### src/rtl/bpt_resolve_queue_pkg.sv
// Shared types for the branch-prediction resolve queue.
// Defines the PC word, the queued entry and the mispredict rule.
package bpt_resolve_queue_pkg;

    localparam int WORD_W    = 32;
    localparam int DEPTH_DEF = 4;

    typedef logic [WORD_W-1:0] word_t;

    typedef struct packed {
        word_t pc;
        logic  taken;
        word_t target;
    } bpq_entry_t;

    // A not-taken branch has no target to compare against.
    function automatic logic is_mispredict(input bpq_entry_t e, input logic taken,
                                           input word_t target);
        return (taken != e.taken) || (taken && (target != e.target));
    endfunction

endpackage

### src/rtl/bpq_fifo.sv
// In-order storage for in-flight predictions: head/tail/count with push, pop and flush.
// A push is accepted when full only if a pop frees the slot in the same cycle.
module bpq_fifo
    import bpt_resolve_queue_pkg::*;
#(
    parameter int DEPTH = DEPTH_DEF
) (
    input  logic       CLK,
    input  logic       nRST,
    input  logic       push,
    input  logic       pop,
    input  logic       clear,
    input  bpq_entry_t wdata,
    output bpq_entry_t rdata,
    output logic       full,
    output logic       empty
);

    localparam int PW = $clog2(DEPTH);
    localparam int CW = PW + 1;

    typedef logic [PW-1:0] bpq_ptr_t;
    typedef logic [CW-1:0] bpq_cnt_t;

    localparam bpq_cnt_t FULL_CNT = bpq_cnt_t'(DEPTH);

    bpq_entry_t mem [DEPTH];
    bpq_ptr_t   head;
    bpq_ptr_t   tail;
    bpq_cnt_t   count;
    logic       do_push;
    logic       do_pop;

    assign full    = (count == FULL_CNT);
    assign empty   = (count == '0);
    assign do_pop  = pop && !empty;
    assign do_push = push && (!full || do_pop);
    assign rdata   = mem[head];

    always_ff @(posedge CLK or negedge nRST) begin
        if (!nRST) begin
            head  <= '0;
            tail  <= '0;
            count <= '0;
        end else if (clear) begin
            // A flush drops every entry, including any push in the same cycle.
            head  <= tail;
            count <= '0;
        end else begin
            if (do_push) begin
                tail <= tail + bpq_ptr_t'(1);
            end
            if (do_pop) begin
                head <= head + bpq_ptr_t'(1);
            end
            case ({do_push, do_pop})
                2'b10:   count <= count + bpq_cnt_t'(1);
                2'b01:   count <= count - bpq_cnt_t'(1);
                default: count <= count;
            endcase
        end
    end

    always_ff @(posedge CLK) begin
        if (do_push && !clear) begin
            mem[tail] <= wdata;
        end
    end

endmodule

### src/rtl/bpt_resolve_queue.sv
// Resolve queue between fetch and execute: compares the oldest prediction with the
// actual outcome, drives the predictor-table update and a one-cycle redirect.
module bpt_resolve_queue
    import bpt_resolve_queue_pkg::*;
#(
    parameter int DEPTH = DEPTH_DEF
) (
    input  logic  CLK,
    input  logic  nRST,
    input  logic  pred_valid,
    input  word_t pred_pc,
    input  logic  pred_taken,
    input  word_t pred_target,
    output logic  q_full,
    output logic  q_empty,
    input  logic  res_valid,
    input  logic  res_taken,
    input  word_t res_target,
    output word_t pc_res,
    output logic  taken_res,
    output logic  enable_res,
    output logic  mispredict,
    output word_t redirect_pc,
    output logic  res_err
);

    bpq_entry_t push_entry;
    bpq_entry_t head_entry;
    logic       do_res;
    logic       mis_now;

    assign push_entry = '{pc: pred_pc, taken: pred_taken, target: pred_target};
    assign do_res     = res_valid && !q_empty;
    assign mis_now    = do_res && is_mispredict(head_entry, res_taken, res_target);

    bpq_fifo #(
        .DEPTH (DEPTH)
    ) u_fifo (
        .CLK   (CLK),
        .nRST  (nRST),
        .push  (pred_valid),
        .pop   (do_res),
        .clear (mis_now),
        .wdata (push_entry),
        .rdata (head_entry),
        .full  (q_full),
        .empty (q_empty)
    );

    // Update port and redirect hold their last values between pulses.
    always_ff @(posedge CLK or negedge nRST) begin
        if (!nRST) begin
            pc_res      <= '0;
            taken_res   <= 1'b0;
            enable_res  <= 1'b0;
            mispredict  <= 1'b0;
            redirect_pc <= '0;
            res_err     <= 1'b0;
        end else begin
            enable_res <= do_res;
            mispredict <= mis_now;
            if (do_res) begin
                pc_res    <= head_entry.pc;
                taken_res <= res_taken;
            end
            if (mis_now) begin
                redirect_pc <= res_target;
            end
            if (res_valid && q_empty) begin
                res_err <= 1'b1;
            end
        end
    end

endmodule
### config.mk
export PLATFORM = sky130hd
export DESIGN_NAME = bpt_resolve_queue
export DESIGN_NICKNAME = d
export VERILOG_FILES = /design/src/rtl/bpt_resolve_queue_pkg.sv /design/src/rtl/bpq_fifo.sv /design/src/rtl/bpt_resolve_queue.sv
export SDC_FILE = /design/constraint.sdc
export NUM_CORES = 1
export LEC_CHECK = 0
export BUFFER_PORTS_ARGS = -buffer_cell sky130_fd_sc_hd__buf_2
export CAP_MARGIN = 20
export CORE_UTILIZATION = 35
export CTS_CLUSTER_DIAMETER = 200
export DETAILED_ROUTE_END_ITERATION = 8
export PLACE_DENSITY_LB_ADDON = 0.15
export SLEW_MARGIN = 25
export SYNTH_ARGS = -nofsm -noshare
export SYNTH_HDL_FRONTEND = slang
export SYNTH_SLANG_ARGS = --single-unit
### constraint.sdc
create_clock -name CLK -period 18.7 [get_ports CLK]
set_input_delay 3.74 -clock CLK [delete_from_list [all_inputs] [get_ports CLK]]
set_output_delay 3.74 -clock CLK [all_outputs]
set_load 0.02 [all_outputs]
==> PnR_summary.wiki <==
{| class="wikitable"
! Metric !! Value
|-
| Die area || 40580 µm²
|-
| Logic gate share of total power || 0.316
|-
| Time the worst path needs with I/O delays and setup || 6674 ps
|-
| First-pass GRT wire length || 52390 µm
|-
| Sequential-to-total area share from yosys stat || 0.6955
|-
| Residual overflow from global routing || 0
|-
| Endpoint arrival time on the critical path || 6820 ps
|-
| Leading cell types by total area after synthesis || edfxtp_1 56%, dfrtp_1 13%, mux4_2 9.9%
|-
| Number of synthesized flops with an enable pin || 260
|-
| Latest clock arrival within the worst-skew pair || 530 ps
|-
| Cell count after synthesis || 891
|-
| Placement Setup Slack || 11360 ps
|-
| Routability congestion estimate || 0.7683
|-
| Critical path capture point type || flop
|-
| Portion of total power attributed to the clock network || 0.273
|-
| Power per cell area || 161.5 nW/µm²
|-
| DP Wirelength || 21510 µm
|-
| Top Ports || 172
|-
| Vertical extent of the die || 201.5 µm
|-
| Commonest cells post-synth || 260 x edfxtp_1, 143 x nand2_1, 75 x dfrtp_1, 61 x mux4_2, 40 x nand4_1
|-
| Yosys synthesis warning count || 0
|-
| Area inside the core boundary || 38920 µm²
|-
| Final Cycle Share || 0.3569
|-
| Most heavily used metal layer in global routing || met2
|-
| Reported max-cap violation count || 0
|-
| Post-route antenna net violation count || 0
|-
| Switching power share of the total || 0.3399
|-
| R2r setup slk || 13150 ps
|-
| Maximum vdd ir drop || 0.07801 mV
|-
| Post-synthesis instance area || 13920 µm²
|-
| Worst min path class || reg2reg
|-
| Portion of total power attributed to sequential cells || 0.410
|-
| TritonCTS Sinks || 335
|-
| First drt pass iteration count || 5
|-
| Share of the synthesized area in the top cell type || 0.5607
|-
| Final Net Count || 1171
|-
| Synthesis-to-finish area growth || 19.73%
|-
| Port Buffers || 171
|-
| Worst clock skew on the final layout || 20.17 ps
|-
| Net count after synthesis || 998
|-
| Worst Setup Slack, final || 12030 ps
|-
| CTS H-tree lvls || 2
|-
| Measured slew at the worst slew-check pin || 948.9 ps
|-
| Switching power summed over all nets || 0.9149 mW
|-
| Outcome || completed
|-
| Clock-pin slew reported for the worst setup and hold paths after clock tree synthesis || 60 ps
|-
| Number of buffers inserted during clock tree synthesis || 37
|-
| Per-cell routed wire length || 21.42 µm
|-
| Final Routed Wirelength || 34510 µm
|-
| Launching element type of the critical path || input port
|-
| Via count of the first global-routing pass || 8299
|-
| Met1 Use GR || 0.2441
|-
| Total via count after detailed routing || 8281
|-
| Static leakage || 6.190 nW
|-
| Finish-stage setup viols || 0
|-
| Post-Route Setup TNS || 0 ps
|-
| Initial core utilization || 0.3578
|-
| Flop and latch count out of synthesis || 335
|-
| Most used flip-flop cell after synthesis || edfxtp_1
|-
| Total DRC errors in the routed layout || 0
|-
| Largest net degree at the start of global routing || 56
|-
| Peak Freq || 149.8 MHz
|-
| GR Util All Layers || 0.1705
|-
| Total of hold buffers inserted after clock tree synthesis || 0
|-
| Initial antenna violation count || 8
|-
| Maximum fanout encountered on the critical timing path || 41
|-
| Share of cells above drive strength 1 || 0.3004
|-
| Met3 track demand over resource in global routing || 0.03936
|-
| Setup Buffers After CTS || 0
|-
| Slew Viols, Final || 0
|-
| Count of cells resized by post-cts repair || 0
|-
| Synth cell types || 48
|-
| Number of placement rows || 72
|-
| Maximum buffer depth of the clock tree || 3
|-
| Post-Synthesis Mean Instance Area || 15.63 µm²
|-
| Routed vias/inst || 5.140
|-
| Clock tree from TritonCTS || yes
|-
| Iter 0 DRT Violations || 591
|-
| Global-route track usage on met2 || 0.2639
|-
| CTS Root Buffer Type || clkbuf_16
|-
| Category of the critical setup timing path || in2reg
|-
| Setup repair after global routing missed its margin || no
|-
| Chip width || 201.5 µm
|-
| Cell taking the most area after synthesis || edfxtp_1
|-
| Cell internal pwr || 1.777 mW
|-
| Required time of the critical path || 18850 ps
|-
| Async set-reset flop share out of synthesis || 0.2239
|-
| Final hold viol count || 0
|-
| Relative max-transition margin || 0.3660
|-
| Most instantiated library cell after synthesis || edfxtp_1
|}
[cells in the final DEF, fill, tap and decap left out, types with 3 or more instances in the layout]
master,Yosys,layout
dfrtp_1,75,73
a21oi_4,0,4
buf_2,10,170
clkbuf_1,31,11
nor3_1,3,3
buf_4,4,20
clkbuf_16,0,37
inv_1,35,35
nand2_1,143,143
nand3_1,4,4
edfxtp_1,260,260
nor2_1,11,10
ha_1,4,4
clkbuf_8,0,7
a2bb2oi_1,32,32
o21ai_0,3,3
xnor2_1,30,30
or3_1,4,4
nor3_4,2,4
nand4_1,40,40
bufinv_16,0,3
o211ai_1,33,33
xor2_1,6,6
a21oi_1,13,8
nand4_2,3,3
nor4_1,35,35
clkinv_2,0,3
mux2i_1,8,8
mux4_2,61,61
[final cells by class]
| cell class | count | area (µm²) |
|---|---|---|
| Antenna cell | 1 | 2.502 |
| Tap cell | 518 | 648.1 |
| Timing Repair Buffer | 191 | 1028 |
| Clock inverter | 12 | 186.4 |
| Multi-Input combinational cell | 463 | 3915 |
| Clock buffer | 55 | 1064 |
| Sequential cell | 335 | 9692 |
| Inverter | 36 | 135.1 |
| Fill cell | 3576 | 22250 |
[logic make-up (layout without fill, tap and decap cells)]
| logic type | after synthesis | count (layout) | share of synthesized area |
|---|---|---|---|
| AOI/OAI and AO/OA | 98 | 98 | 0.05347 |
| xor gates and xnor gates | 36 | 36 | 0.02265 |
| adders and majority gates | 5 | 5 | 0.005033 |
| buffers and inverters | 93 | 294 | 0.02867 |
| DFF | 335 | 335 | 0.6955 |
| muxes | 69 | 69 | 0.1044 |
| other | 0 | 1 | 0 |
| and+or+nand+nor | 255 | 255 | 0.09022 |
[registers in the layout (all words and copies together), names as in the netlist]
signal and cells:
u_fifo.mem 260, mispredict 1, u_fifo.count 3, u_fifo.tail 2, res_err 1, enable_res 1, taken_res 1, redirect_pc 32
u_fifo.head 2, pc_res 32
[routing by layer]
metal / part of all wire / wire length, µm
met3: 0.061 / 2107
met2: 0.47 / 16180
met4: 0.016 / 540
met5: 0.0024 / 83
met1: 0.45 / 15600
[critical path: stages]
cell and delay [ps]:
buf_2 160, xor2_1 180, nand4_1 150, a21oi_2 150, buf_4 390, nand4_2 450, a21oi_4 880, buf_4 650
[power by group through the flow]
stage	clock [mW]	sequential (mW)	combinational, mW
finish	0.736	1.10	0.852
floorplan	0	1.17	0.529
global route	0.785	1.13	0.931
CTS	0.754	1.11	0.870
global placement	0	1.12	0.864
detailed placement	0	1.12	0.868
[through the flow]
step / util / hold WS (ps) / area [µm²] / total power [mW] / std cells
after floorplan: - / 541.8 / 13920 / 1.704 / 891
after global placement: 0.3955 / 442.5 / 15390 / 1.982 / 1542
after detailed placement: 0.3955 / 441.8 / 15390 / 1.990 / 1542
after CTS: 0.4276 / 454.9 / 16640 / 2.733 / 1609
after global routing: 0.4283 / 466.9 / 16670 / 2.844 / 1610
final: 0.4284 / 449.6 / 16670 / 2.692 / 1611
[worst paths after layout]
check / depth (start not counted) / to / from
max: 8 / u_fifo.mem[3][60]$_DFFE_PP_ / res_target[11]
min: 1 / res_err$_DFFE_PN0P_ / res_err$_DFFE_PN0P_
max reg2reg: 9 / u_fifo.mem[3][60]$_DFFE_PP_ / u_fifo.head[0]$_DFFE_PN0P_
min reg2reg: 1 / res_err$_DFFE_PN0P_ / res_err$_DFFE_PN0P_
max in group asynchronous: 2 / u_fifo.head[1]$_DFFE_PN0P_ / nRST
min in group asynchronous: 1 / pc_res[29]$_DFFE_PN0P_ / nRST
(Power assumes the default switching activity.)
